`config.mk`:
```
export PLATFORM = sky130hd
export DESIGN_NAME = alu2_issue_seq_flat
export DESIGN_NICKNAME = d
export VERILOG_FILES = /design/src/rtl/alu2_issue_pkg.sv /design/src/rtl/alu2_issue_seq_if.sv /design/src/rtl/alu2_cmd_fifo.sv /design/src/rtl/alu2_issue_seq.sv /design/src/flat_wrapper.sv
export SDC_FILE = /design/constraint.sdc
export NUM_CORES = 1
export LEC_CHECK = 0
export BUFFER_PORTS_ARGS = -buffer_cell sky130_fd_sc_hd__clkbuf_2
export CORE_UTILIZATION = 58
export CTS_CLUSTER_DIAMETER = 30
export CTS_CLUSTER_SIZE = 10
export DETAILED_ROUTE_END_ITERATION = 6
export MAX_ROUTING_LAYER = met4
export PLACE_DENSITY_LB_ADDON = 0.1
export SLEW_MARGIN = 20
export SYNTH_ARGS = -nofsm -noshare
export SYNTH_HDL_FRONTEND = slang
export SYNTH_SLANG_ARGS = --single-unit
```
`constraint.sdc`:
```
create_clock -name clk -period 6.2 [get_ports clk]
set_input_delay 0.31 -clock clk [delete_from_list [all_inputs] [get_ports clk]]
set_output_delay 0.31 -clock clk [all_outputs]
set_load 0.01 [all_outputs]
```
`src/rtl/alu2_issue_pkg.sv`:
```
// ============================================================================
//  Module   : alu2_issue_pkg
//  Brief    : Shared widths, types and the derived-state helper for alu2_issue_seq.
//  Revision : 1.0 - initial release
// ============================================================================
`default_nettype none

package alu2_issue_pkg;

    localparam int ALU2_IN_W  = 10;
    localparam int ALU2_OUT_W = 6;
    localparam int ALU2_TAG_W = 4;

    typedef logic [ALU2_IN_W-1:0]  alu2_cmd_t;
    typedef logic [ALU2_OUT_W-1:0] alu2_res_t;

    typedef enum logic [1:0] {
        ST_EMPTY   = 2'd0,
        ST_DRAIN   = 2'd1,
        ST_RUN     = 2'd2,
        ST_BLOCKED = 2'd3
    } alu2_state_t;

    // Pure decode of occupancy and result-slot handshake; no storage behind it.
    function automatic alu2_state_t alu2_state_f(input logic nonempty,
                                                 input logic res_valid,
                                                 input logic res_ready);
        if (!nonempty)
            return res_valid ? ST_DRAIN : ST_EMPTY;
        return (res_valid && !res_ready) ? ST_BLOCKED : ST_RUN;
    endfunction

endpackage

`default_nettype wire

```
`src/rtl/alu2_issue_seq_if.sv`:
```
// ============================================================================
//  Module   : alu2_issue_seq_if
//  Brief    : Command/result handshake bundle; res_tag exists only when
//             ALU2_ISSUE_TAG_EN is defined.
//  Revision : 1.0 - initial release
// ============================================================================
`default_nettype none

interface alu2_issue_seq_if
    import alu2_issue_pkg::*;
#(
    parameter int DEPTH = 4,
    parameter int IN_W  = ALU2_IN_W,
    parameter int OUT_W = ALU2_OUT_W
);
    logic                     flush;
    logic                     cmd_valid;
    logic                     cmd_ready;
    logic [IN_W-1:0]          cmd_data;
    logic                     res_valid;
    logic                     res_ready;
    logic [OUT_W-1:0]         res_data;
    logic [$clog2(DEPTH):0]   level;
    alu2_state_t              state;
`ifdef ALU2_ISSUE_TAG_EN
    logic [ALU2_TAG_W-1:0]    res_tag;

    modport master (
        output flush, cmd_valid, cmd_data, res_ready,
        input  cmd_ready, res_valid, res_data, level, state, res_tag
    );
    modport slave (
        input  flush, cmd_valid, cmd_data, res_ready,
        output cmd_ready, res_valid, res_data, level, state, res_tag
    );
`else
    modport master (
        output flush, cmd_valid, cmd_data, res_ready,
        input  cmd_ready, res_valid, res_data, level, state
    );
    modport slave (
        input  flush, cmd_valid, cmd_data, res_ready,
        output cmd_ready, res_valid, res_data, level, state
    );
`endif
endinterface

`default_nettype wire

```
`src/rtl/alu2_cmd_fifo.sv`:
```
// ============================================================================
//  Module   : alu2_cmd_fifo
//  Brief    : Power-of-two command FIFO with occupancy count and head output.
//  Revision : 1.0 - initial release
// ============================================================================
`default_nettype none

module alu2_cmd_fifo #(
    parameter int DEPTH = 4,
    parameter int W     = 10
) (
    input  wire logic                     clk,
    input  wire logic                     rst,
    input  wire logic                     flush,
    input  wire logic                     push,
    input  wire logic                     pop,
    input  wire logic [W-1:0]             wr_data,
    output logic      [W-1:0]             rd_data,
    output logic      [$clog2(DEPTH):0]   level
);
    localparam int PTR_W = $clog2(DEPTH);
    localparam int LVL_W = PTR_W + 1;

    logic [W-1:0]     r_mem [DEPTH];
    logic [PTR_W-1:0] r_wr_ptr;
    logic [PTR_W-1:0] r_rd_ptr;
    logic [LVL_W-1:0] r_level;

    // Pointers wrap naturally; the level counter tells full from empty.
    always_ff @(posedge clk) begin
        if (rst || flush) begin
            r_wr_ptr <= '0;
            r_rd_ptr <= '0;
            r_level  <= '0;
        end else begin
            if (push)
                r_wr_ptr <= r_wr_ptr + PTR_W'(1);
            if (pop)
                r_rd_ptr <= r_rd_ptr + PTR_W'(1);
            if (push && !pop)
                r_level <= r_level + LVL_W'(1);
            else if (!push && pop)
                r_level <= r_level - LVL_W'(1);
        end
    end

    always_ff @(posedge clk) begin
        if (push && !flush && !rst)
            r_mem[r_wr_ptr] <= wr_data;
    end

    assign rd_data = r_mem[r_rd_ptr];
    assign level   = r_level;

endmodule

`default_nettype wire

```
`src/rtl/alu2_issue_seq.sv`:
```
// ============================================================================
//  Module   : alu2_issue_seq
//  Brief    : Issue/capture stage around the combinational ALU core; optional
//             result sequence tag enabled by ALU2_ISSUE_TAG_EN.
//  Revision : 1.0 - initial release
// ============================================================================
`default_nettype none

module alu2_issue_seq
    import alu2_issue_pkg::*;
#(
    parameter int DEPTH = 4,
    parameter int IN_W  = ALU2_IN_W,
    parameter int OUT_W = ALU2_OUT_W
) (
    input  wire logic             clk,
    input  wire logic             rst,
    alu2_issue_seq_if.slave       bus,
    output logic [IN_W-1:0]       alu_pi,
    input  wire logic [OUT_W-1:0] alu_po
);
    localparam int LVL_W = $clog2(DEPTH) + 1;

    logic [LVL_W-1:0] w_level;
    logic [IN_W-1:0]  w_head;
    logic             w_nonempty;
    logic             w_push;
    logic             w_issue;
    logic             r_res_valid;
    logic [OUT_W-1:0] r_res_data;

    assign w_nonempty    = (w_level != '0);
    assign bus.cmd_ready = (w_level != LVL_W'(DEPTH));
    assign w_push        = bus.cmd_valid && bus.cmd_ready;
    assign w_issue       = w_nonempty && (!r_res_valid || bus.res_ready);

    alu2_cmd_fifo #(
        .DEPTH (DEPTH),
        .W     (IN_W)
    ) u_fifo (
        .clk     (clk),
        .rst     (rst),
        .flush   (bus.flush),
        .push    (w_push),
        .pop     (w_issue),
        .wr_data (bus.cmd_data),
        .rd_data (w_head),
        .level   (w_level)
    );

    // Quiet core input while empty keeps the core from toggling on stale data.
    assign alu_pi = w_nonempty ? w_head : '0;

    always_ff @(posedge clk) begin
        if (rst) begin
            r_res_valid <= 1'b0;
            r_res_data  <= '0;
        end else if (bus.flush) begin
            r_res_valid <= 1'b0;
        end else if (w_issue) begin
            r_res_valid <= 1'b1;
            r_res_data  <= alu_po;
        end else if (r_res_valid && bus.res_ready) begin
            r_res_valid <= 1'b0;
        end
    end

`ifdef ALU2_ISSUE_TAG_EN
    logic [ALU2_TAG_W-1:0] r_tag_cnt;
    logic [ALU2_TAG_W-1:0] r_res_tag;

    // Flush leaves the sequence running so tags stay unique across a flush.
    always_ff @(posedge clk) begin
        if (rst) begin
            r_tag_cnt <= '0;
            r_res_tag <= '0;
        end else if (w_issue && !bus.flush) begin
            r_res_tag <= r_tag_cnt;
            r_tag_cnt <= r_tag_cnt + ALU2_TAG_W'(1);
        end
    end

    assign bus.res_tag = r_res_tag;
`endif

    assign bus.res_valid = r_res_valid;
    assign bus.res_data  = r_res_data;
    assign bus.level     = w_level;
    assign bus.state     = alu2_state_f(w_nonempty, r_res_valid, bus.res_ready);

endmodule

`default_nettype wire
```
`src/flat_wrapper.sv`:
```
// flat-port wrapper written by rule: the top's interface ports become plain ports
module alu2_issue_seq_flat import alu2_issue_pkg::*;
#(
    parameter int DEPTH = 4,
    parameter int IN_W  = ALU2_IN_W,
    parameter int OUT_W = ALU2_OUT_W
)
  (clk, rst, alu_pi, alu_po, bus_flush, bus_cmd_valid, bus_cmd_data, bus_res_ready, bus_cmd_ready, bus_res_valid, bus_res_data, bus_level, bus_state);
  alu2_issue_seq_if #(.DEPTH(DEPTH), .IN_W(IN_W), .OUT_W(OUT_W)) bus_i ();
  input  wire logic clk;
  input  wire logic rst;
  output logic [IN_W-1:0] alu_pi;
  input  wire logic [OUT_W-1:0] alu_po;
  input wire logic [$bits(bus_i.flush)-1:0] bus_flush;
  input wire logic [$bits(bus_i.cmd_valid)-1:0] bus_cmd_valid;
  input wire logic [$bits(bus_i.cmd_data)-1:0] bus_cmd_data;
  input wire logic [$bits(bus_i.res_ready)-1:0] bus_res_ready;
  output wire logic [$bits(bus_i.cmd_ready)-1:0] bus_cmd_ready;
  output wire logic [$bits(bus_i.res_valid)-1:0] bus_res_valid;
  output wire logic [$bits(bus_i.res_data)-1:0] bus_res_data;
  output wire logic [$bits(bus_i.level)-1:0] bus_level;
  output wire logic [$bits(bus_i.state)-1:0] bus_state;
  assign bus_i.flush = bus_flush;
  assign bus_i.cmd_valid = bus_cmd_valid;
  assign bus_i.cmd_data = bus_cmd_data;
  assign bus_i.res_ready = bus_res_ready;
  assign bus_cmd_ready = bus_i.cmd_ready;
  assign bus_res_valid = bus_i.res_valid;
  assign bus_res_data = bus_i.res_data;
  assign bus_level = bus_i.level;
  assign bus_state = bus_i.state;
  alu2_issue_seq #(.DEPTH(DEPTH), .IN_W(IN_W), .OUT_W(OUT_W)) u_core (.clk(clk), .rst(rst), .bus(bus_i), .alu_pi(alu_pi), .alu_po(alu_po));
endmodule
```
==> out/metrics.yaml <==
power.total_mw: 1.14
initialDrtViolationCount: 117
route.vias.total: 1379
cts_setup_buffers: 0
ir_worst_vdd_uv: 304
drtPass1Iterations: 4
fin_tns_setup_ns: 0
critical_path.top_delay_family: "simple AND/OR/NAND/NOR gates"
cp.required_ns: 6.42
clockRootBuffer: "clkbuf_8"
core_area_um2: 3740
syn_to_final_growth_pct: 14.1
antenna_found_initial: 0
die_area_um2: 4250
synth_edf_count: 40
io_pins: 44
drc: 0
crit_slowest_cell: "nor3_2"
cts_resized: 0
synthArstFlopShare_pct: 0
drive_gt1_share_pct: 36.3
cap_violations: 0
syn_inst: 151
cts_tree: "built"
syn-num-nets: 178
cp_common_cell: "inv_1"
worst-path-max-fanout: 20
holdBufCountCts: 0
final-hold-violation-count: 0
max_freq_mhz: 322
grt_max_degree: 21
multi_input_area_um2: 723
final_cell_area_um2: 2650
cts_inserted_buffers: 5
cp-start-kind: "flip-flop"
clk_pin_slew_ns: 0.09
fill_cells: 268
seq_area_frac_synth_pct: 65.6
cts_sinks: 56
netlist_area_um2: 2320
die_y_um: 65.2
outcome: "completed"
holdPathEnd: "u_core.u_fifo.r_mem[3][8]$_DFFE_PP_"
power_density_nw_per_um2: 430
grt_pass1_vias: 1389
cp_cell_sequence: "nor3_2 > inv_1 > nand2_1 > ha_1 > inv_1 > fa_1 > xor2_1 > or3_2 > a21oi_1"
ys_ff_latch: 56
chipWidth_um: 65.2
drv_slew: 0
place_area_um2: 2530
worstHoldStart: "bus_cmd_data[8]"
ys_top_cells_by_area: "edfxtp_1 52%, dfxtp_1 14%, mux4_2 9.7%, and2_1 2.7%, ha_1 2.7%"
synthDistinctLibCells: 34
clock_latency_ns: 0.30
crit_path_end_kind: "flip-flop"
tightest_slew_ns: 0.690
ys.flop_type: "edfxtp_1"
gr-total-overflow: 0
vias_per_cell: 5.79
hold_class: "in2reg"
finClkSkew_ns: 0.0107
fin_nets: 216
rr_worst_depth: 9
syn_avg_cell_area_um2: 15.4
routedWlPerCell_um: 17.2
slew_headroom_pct: 53.7
cp_num_buf_inv: 2
num_rows: 22
wl_um: 4080
dp_hpwl_um: 2840
grt_pass1_wl_um: 6530
rsz0062_at_grt: "false"
critPathKind: "reg2reg"
slowest_delay_ns: 0.62
period_needed_ns: 3.10
start_util_pct: 61.9
antenna_left: 0
place.gp.congestion: 0.764
r2r-end: "u_core.u_fifo.level[2]$_SDFFE_PP0P_"
setup_viol: 0
r2r_start: "u_core.u_fifo.level[0]$_SDFFE_PP0P_"
cts_buffer_depth: 2
ff_latch_area_um2: 1520
ctsHtreeMaxLevel: 2
hold_depth: 1
yosysTopAreaCell: "edfxtp_1"
r2r_setup_slack_ns: 3.10
n_antenna_cell: 0
grt_use_total_pct: 22.1
io_buffer_count: 43
critPathArrivalTime_ns: 3.32
period_share_pct: 50.0
ys_warn_count: 0
p_leak_nw: 0.979
netlist.area_leader.share_pct: 51.8
-- metal layers --
layer	up-vias	GRT usage [%]	part of all wire, %
met5	-	-	0
met4	0	4.89	0.78
li1	650	-	-
met1	687	25.9	41
met2	38	38.4	54
met3	4	5.73	4.1
-- power breakdown --
| part | switching, mW | internal (mW) | total, mW |
|---|---|---|---|
| Clock | 0.106 | 0.121 | 0.227 |
| Sequential | 0.0431 | 0.437 | 0.480 |
| Combinational | 0.244 | 0.185 | 0.429 |
| Total | 0.393 | 0.743 | 1.14 |
-- cell usage after synthesis (all sizes together), types with 2 or more instances --
library cell,number
nand4b,6
buf,6
dfxtp,16
nor2,3
and2,11
nand4,2
clkbuf,6
and3,4
a21oi,11
inv,5
edfxtp,40
ha,5
o21ai,3
o31ai,8
mux4,10
nand2,2
xor2,2
-- cells in the final DEF, fill, tap and decap left out, types with 2 or more instances in the layout --
| cell type | n |
|---|---|
| nand4b_1 | 6 |
| a21oi_1 | 11 |
| clkbuf_2 | 43 |
| clkbuf_8 | 5 |
| edfxtp_1 | 40 |
| nand4_1 | 2 |
| o31ai_1 | 7 |
| and2_1 | 10 |
| inv_1 | 5 |
| clkbuf_1 | 2 |
| and3_2 | 4 |
| ha_1 | 5 |
| mux4_2 | 10 |
| dfxtp_1 | 16 |
| o21ai_0 | 2 |
| nor2_1 | 3 |
| xor2_1 | 2 |
| nand2_1 | 2 |
-- registers in the layout, summed over array words and instances, names as in the netlist, named ones only --
signal,cells
u_core.bus.res_valid,1
u_core.bus.res_data,6
u_core.u_fifo.level,3
u_core.u_fifo.r_mem,40
u_core.u_fifo.r_rd_ptr,2
u_core.u_fifo.r_wr_ptr,2
-- worst max-delay path by stage --
stage,cells past startpoint,from,slack [ns],endpoint
finish,9,u_core.u_fifo.level[0]$_SDFFE_PP0P_,3.10,u_core.u_fifo.level[2]$_SDFFE_PP0P_
CTS,9,u_core.u_fifo.level[0]$_SDFFE_PP0P_,2.60,u_core.u_fifo.level[2]$_SDFFE_PP0P_
global placement,9,u_core.u_fifo.level[0]$_SDFFE_PP0P_,2.95,u_core.u_fifo.level[2]$_SDFFE_PP0P_
detailed placement,9,u_core.u_fifo.level[0]$_SDFFE_PP0P_,2.61,u_core.u_fifo.level[2]$_SDFFE_PP0P_
floorplan,11,u_core.u_fifo.level[0]$_SDFFE_PP0P_,3.81,u_core.u_fifo.level[2]$_SDFFE_PP0P_
global route,9,u_core.u_fifo.level[0]$_SDFFE_PP0P_,2.85,u_core.u_fifo.level[2]$_SDFFE_PP0P_
-- per-stage QoR --
stage	hold slack, ns	utilization, %	std cells	worst slack, ns
floorplan	0.409	-	151	3.81
global placement	0.460	67.7	230	2.95
detailed placement	0.468	67.7	230	2.61
CTS	0.215	70.5	238	2.60
global route	0.212	70.7	238	2.85
finish	0.222	70.7	238	3.10
-- cell families after synthesis --
kind of cell    synth area share, %
compound gates                 6.15
xor+xnor                      0.756
fa+ha+maj                      3.56
buf+inv                        3.40
flops                          65.6
mux                            10.1
simple gates                   10.4
-- cell type report --
cell class / instances / area share, %
Clock buffer: 7 / 2.89
Clock inverter: 1 / 1.14
Inverter: 5 / 0.710
Multi-Input combinational cell: 78 / 27.3
Sequential cell: 56 / 57.5
Tap cell: 48 / 2.27
Timing Repair Buffer: 43 / 8.14
(Power assumes the default switching activity.)
